===== src/rtl/park_pkg.sv =====
// Shared types and constants for the parking gate front-end.
// Holds the gate state encoding, default timing constants and a counter-width helper.
package park_pkg;

  typedef enum logic [2:0] {
    IDLE       = 3'd0,
    IN_O       = 3'd1,
    IN_B       = 3'd2,
    IN_I       = 3'd3,
    OUT_I      = 3'd4,
    OUT_B      = 3'd5,
    OUT_O      = 3'd6,
    WAIT_CLEAR = 3'd7
  } gate_state_e;

  localparam int DEBOUNCE_DEF = 4;
  localparam int TIMEOUT_DEF  = 255;

  // Bits needed to hold the values 0..max_val.
  function automatic int cnt_width(input int max_val);
    return (max_val < 2) ? 1 : $clog2(max_val + 1);
  endfunction

  localparam int TIMEOUT_W_DEF = cnt_width(TIMEOUT_DEF);

endpackage


===== src/rtl/sensor_debounce.sv =====
// Two-flop synchroniser followed by a debouncer: level follows the synchronised
// input only after DEBOUNCE consecutive samples that differ from the current level.
module sensor_debounce
  import park_pkg::*;
#(
  parameter int DEBOUNCE = DEBOUNCE_DEF
) (
  input  logic clk,
  input  logic rst_n,
  input  logic raw,
  output logic level
);

  localparam int CW = cnt_width(DEBOUNCE);

  logic [1:0]    sync_q;
  logic [CW-1:0] cnt_q;

  always_ff @(posedge clk or negedge rst_n) begin
    if (!rst_n) begin
      sync_q <= 2'b00;
      cnt_q  <= '0;
      level  <= 1'b0;
    end else begin
      sync_q <= {sync_q[0], raw};
      // The counter only runs while the synchronised sample disagrees with level.
      if (sync_q[1] == level) begin
        cnt_q <= '0;
      end else if (cnt_q == CW'(DEBOUNCE - 1)) begin
        cnt_q <= '0;
        level <= sync_q[1];
      end else begin
        cnt_q <= cnt_q + 1'b1;
      end
    end
  end

endmodule


===== src/rtl/park_entry_gate.sv =====
// Gate front-end: conditions the two loop sensors, decodes direction with a
// sequence FSM, drives the barrier and emits car_in/car_out/entry_denied/fault pulses.
module park_entry_gate
  import park_pkg::*;
#(
  parameter int DEBOUNCE = DEBOUNCE_DEF,
  parameter int TIMEOUT  = TIMEOUT_DEF
) (
  input  logic        clk,
  input  logic        rst_n,
  input  logic        sensor_outer,
  input  logic        sensor_inner,
  input  logic        parking_full,
  output logic        car_in,
  output logic        car_out,
  output logic        barrier_up,
  output logic        entry_denied,
  output logic        fault,
  output gate_state_e state_dbg
);

  localparam int TW = cnt_width(TIMEOUT);

  logic so, si, so_d, si_d;
  logic [1:0] sv;
  logic sens_chg, timed_out;
  logic hold, bad;
  logic car_in_d, car_out_d, denied_d, fault_d;
  logic [TW-1:0] tcnt_q;
  gate_state_e state_q, state_d;

  sensor_debounce #(.DEBOUNCE(DEBOUNCE)) u_deb_outer (
    .clk(clk), .rst_n(rst_n), .raw(sensor_outer), .level(so)
  );

  sensor_debounce #(.DEBOUNCE(DEBOUNCE)) u_deb_inner (
    .clk(clk), .rst_n(rst_n), .raw(sensor_inner), .level(si)
  );

  assign sv        = {so, si};
  assign sens_chg  = (so != so_d) || (si != si_d);
  assign timed_out = (tcnt_q == TW'(TIMEOUT));
  assign state_dbg = state_q;

  // hold marks a sequence state seeing its own sensor pattern; bad marks a skipped step.
  always_comb begin
    state_d   = state_q;
    hold      = 1'b0;
    bad       = 1'b0;
    car_in_d  = 1'b0;
    car_out_d = 1'b0;
    denied_d  = 1'b0;
    case (state_q)
      IDLE: begin
        case (sv)
          2'b10: begin
            if (parking_full) begin
              state_d  = WAIT_CLEAR;
              denied_d = 1'b1;
            end else begin
              state_d = IN_O;
            end
          end
          2'b01:   state_d = OUT_I;
          2'b11:   bad = 1'b1;
          default: ;
        endcase
      end
      IN_O: begin
        case (sv)
          2'b11:   state_d = IN_B;
          2'b00:   state_d = IDLE;
          2'b10:   hold = 1'b1;
          default: bad = 1'b1;
        endcase
      end
      IN_B: begin
        case (sv)
          2'b01:   state_d = IN_I;
          2'b10:   state_d = IN_O;
          2'b11:   hold = 1'b1;
          default: bad = 1'b1;
        endcase
      end
      IN_I: begin
        case (sv)
          2'b00: begin
            state_d  = IDLE;
            car_in_d = 1'b1;
          end
          2'b11:   state_d = IN_B;
          2'b01:   hold = 1'b1;
          default: bad = 1'b1;
        endcase
      end
      OUT_I: begin
        case (sv)
          2'b11:   state_d = OUT_B;
          2'b00:   state_d = IDLE;
          2'b01:   hold = 1'b1;
          default: bad = 1'b1;
        endcase
      end
      OUT_B: begin
        case (sv)
          2'b10:   state_d = OUT_O;
          2'b01:   state_d = OUT_I;
          2'b11:   hold = 1'b1;
          default: bad = 1'b1;
        endcase
      end
      OUT_O: begin
        case (sv)
          2'b00: begin
            state_d   = IDLE;
            car_out_d = 1'b1;
          end
          2'b11:   state_d = OUT_B;
          2'b10:   hold = 1'b1;
          default: bad = 1'b1;
        endcase
      end
      WAIT_CLEAR: begin
        if (sv == 2'b00) state_d = IDLE;
      end
      default: state_d = IDLE;
    endcase
    fault_d = bad || (hold && timed_out && !sens_chg);
    if (fault_d) state_d = WAIT_CLEAR;
  end

  always_ff @(posedge clk or negedge rst_n) begin
    if (!rst_n) begin
      state_q      <= IDLE;
      so_d         <= 1'b0;
      si_d         <= 1'b0;
      tcnt_q       <= '0;
      car_in       <= 1'b0;
      car_out      <= 1'b0;
      entry_denied <= 1'b0;
      fault        <= 1'b0;
      barrier_up   <= 1'b0;
    end else begin
      state_q      <= state_d;
      so_d         <= so;
      si_d         <= si;
      car_in       <= car_in_d;
      car_out      <= car_out_d;
      entry_denied <= denied_d;
      fault        <= fault_d;
      barrier_up   <= !(state_d inside {IDLE, WAIT_CLEAR});
      if ((state_d != state_q) || sens_chg) begin
        tcnt_q <= '0;
      end else if (!timed_out) begin
        tcnt_q <= tcnt_q + 1'b1;
      end
    end
  end

endmodule


===== config.mk =====
export PLATFORM = sky130hd
export DESIGN_NAME = park_entry_gate
export DESIGN_NICKNAME = d
export VERILOG_FILES = /design/src/rtl/park_pkg.sv /design/src/rtl/sensor_debounce.sv /design/src/rtl/park_entry_gate.sv
export SDC_FILE = /design/constraint.sdc
export NUM_CORES = 1
export LEC_CHECK = 0
export CORE_MARGIN = 2
export CORE_UTILIZATION = 30
export DETAILED_ROUTE_END_ITERATION = 8
export SYNTH_ARGS = -nofsm -noshare
export SYNTH_HDL_FRONTEND = slang
export SYNTH_SLANG_ARGS = --single-unit

===== constraint.sdc =====
create_clock -name clk -period 4.2 [get_ports clk]
set_clock_uncertainty 0.2 [all_clocks]
set_input_delay 1.26 -clock clk [delete_from_list [all_inputs] [get_ports clk]]
set_output_delay 1.26 -clock clk [all_outputs]
set_load 0.02 [all_outputs]

==> results.yml <==
power:
  clockPowerShare_pct: 16.7
  p_switching_uw: 589
  power_frac_comb_pct: 49.1
  p_int_uw: 800
  p_per_area_nw_per_um2: 732
  power_frac_seq_pct: 34.2
  switching_share_pct: 42.4
  leakage_nw: 0.838
  vdd_drop_max_mv: 0.319
  power_mw: 1.39
detailed_routing:
  drc: 0
  wl_per_cell_um: 12.4
  ant_nets: 0
  detail_route.wirelength_mm: 2.94
  avgViaCountPerCell: 4.71
  vias: 1117
  drtIter0Drc: 73
  drtPass1Iterations: 4
grt:
  grt_pass1_vias: 1080
  track_usage_pct: 11.0
  grt_max_degree: 31
  grt_pass1_wl_mm: 5.15
  globalRoute.totalOverflow: 0
  antenna_found_initial: 0
worst_hold_path:
  hold_path_class: "reg2reg"
synth:
  syn_nets: 168
  synth.distinct_cells: 43
  yosysSeqAreaShare_pct: 45.7
  synth-seq-cells: 30
  synth-edff-count: 0
  synthArstFlopShare_pct: 100
  synth_cells: 154
  ys.flop_type: "dfrtp_1"
  ys.warnings.count: 0
  avgSynthCellArea_sq_um: 10.7
  syn_area_sq_um: 1640
sta:
  hold_viol: 0
  slew_viol_final: 0
  min_period_ns: 3.27
  slew_headroom_pct: 52.7
  fmax_mhz: 306
  setup_violations: 0
  fin_crit_sh_pct: 77.8
  setup_ws_ns: 0.932
  timing.hold.ws_ns: 0.150
  grt_setup_unrepaired: "no"
  fin_tns_setup_ns: 0
  tightest_slew_ns: 0.709
cells_and_area:
  nFillCells: 556
  fin_util_pct: 36.4
  fin_cells: 237
  insertedDiodeCount: 0
  fin_area_sq_um: 1900
  final_common_cell: "dfrtp_1"
  layout-drive-gt1-share_pct: 8.98
  nets: 180
  final_cell_mix: "dfrtp_1, clkdlybuf4s50_1, and3_1"
  syn_to_final_growth_pct: 15.5
clock_tree:
  cts_resized: 0
  tritoncts: "yes"
  post_cts.repair.setup_buffers: 0
  clk_pin_slew_ns: 0.06
  postCtsHoldBufs: 0
  cts-root-buf: "clkbuf_8"
  numCtsBuffers: 5
  cts_max_level: 2
  cts.path.max_buffers: 2
  clock-sinks: 30
  insertion_delay_ns: 0.28
floorplanning:
  core_sq_um: 5200
  ios: 13
  initial_core_util_pct: 31.6
  die_y_um: 78
  die_area_sq_um: 6080
  die_x_um: 78
  row_count: 26
placement:
  io_buffer_count: 12
  place_area_sq_um: 1810
  gp_congestion: 0.768
  post-dp-hpwl_mm: 2.05
  place_ws_ns: 0.837
  dp.cells: 229
critical_path:
  worstSetupStartpointType: "register"
  slowest_stage: "dfrtp_1"
  critPathKind: "reg2out"
  cp_top_family: "flip-flops"
  path_buf_inv: 1
  critPathRequiredTime_ns: 2.74
  end_kind: "primary output"
  worstPathCellList: "clkdlybuf4s50_1"
  critPathArrivalTime_ns: 1.81
  worst-path-max-fanout: 21
  slowest_delay_ns: 0.80
status:
  status: "finished clean"
run:
  max_cap_violations: 0
Yosys cell counts (4+ instances only):
| cell | n | area, sq um |
|---|---|---|
| and3_1 | 11 | 68.8 |
| ha_1 | 9 | 113 |
| xnor2_1 | 7 | 61.3 |
| a21oi_1 | 6 | 30.0 |
| nor2_1 | 4 | 15.0 |
| nor3b_1 | 6 | 45.0 |
| nand2_1 | 10 | 37.5 |
| nor2b_1 | 4 | 25.0 |
| mux2i_1 | 5 | 50.1 |
| dfrtp_1 | 30 | 751 |
| inv_1 | 6 | 22.5 |
| a31oi_1 | 4 | 25.0 |
| nor3_1 | 8 | 40.0 |
power by group through the flow:
stage                     sequential [mW]  clock, mW  combinational [mW]
after global routing                0.492      0.252               0.768
final                               0.475      0.232               0.682
after CTS                           0.476      0.241               0.689
after floorplan                     0.440          0               0.575
after global placement              0.478          0               0.679
after detailed placement            0.481          0               0.686
cell families after synthesis:
family	synth area share, %
xor+xnor	4.27
fa+ha+maj	6.85
simple gates	22.2
flops	45.7
mux	4.42
buf+inv	4.57
compound gates	12.0
final cells by class:
type / count / area [sq um] / area share, %
multi-input combinational: 110 / 817 / 43.1
sequential: 30 / 751 / 39.6
timing repair buffer: 13 / 128 / 6.73
tap: 70 / 87.6 / 4.62
clock buffer: 7 / 86.3 / 4.55
inverter: 6 / 22.5 / 1.19
clock inverter: 1 / 5.00 / 0.264
state kept, by name (all words and copies together) (netlist names):
signal              count
entry_denied            1
barrier_up              1
u_deb_inner.sync_q      2
so_d                    1
state_dbg               3
car_out                 1
u_deb_outer.cnt_q       3
tcnt_q                  8
u_deb_outer.level       1
fault                   1
si_d                    1
u_deb_outer.sync_q      2
u_deb_inner.level       1
car_in                  1
u_deb_inner.cnt_q       3
layer usage:
| metal | GRT usage [%] | vias up | wire length (um) |
|---|---|---|---|
| met5 | 0 | - | 0 |
| met2 | 16.4 | 20 | 1280 |
| met1 | 14.5 | 516 | 1490 |
| met4 | 5.26 | 0 | 53 |
| met3 | 3.49 | 6 | 115 |
| li1 | - | 575 | - |
worst reg2reg max path, stage by stage, from the launching register on:
cell and delay (ns):
dfrtp_1 0.49, inv_1 0.14, ha_1 0.48, mux2i_1 0.22, a32oi_1 0.09, o211ai_1 0.37, o21bai_1 0.15, a2111oi_4 0.48
and3_1 0.23
path summary, 6_finish.rpt:
check / start / to / slack (ns) / cells past startpoint
hold / removal: u_deb_inner.sync_q[0]$_DFF_PN0_ / u_deb_inner.sync_q[1]$_DFF_PN0_ / 0.15 / 0
setup reg to reg: u_deb_outer.level$_DFFE_PN0P_ / tcnt_q[5]$_DFFE_PN0P_ / 1.29 / 8
hold reg to reg: u_deb_inner.sync_q[0]$_DFF_PN0_ / u_deb_inner.sync_q[1]$_DFF_PN0_ / 0.15 / 0
min in group asynchronous: rst_n / so_d$_DFF_PN0_ / 1.17 / 2
setup / recovery: state_dbg[0]$_DFF_PN0_ / state_dbg[0] / 0.93 / 1
max in group asynchronous: rst_n / u_deb_inner.sync_q[1]$_DFF_PN0_ / 2.37 / 2
No activity file was read; power rests on OpenSTA's default activity.
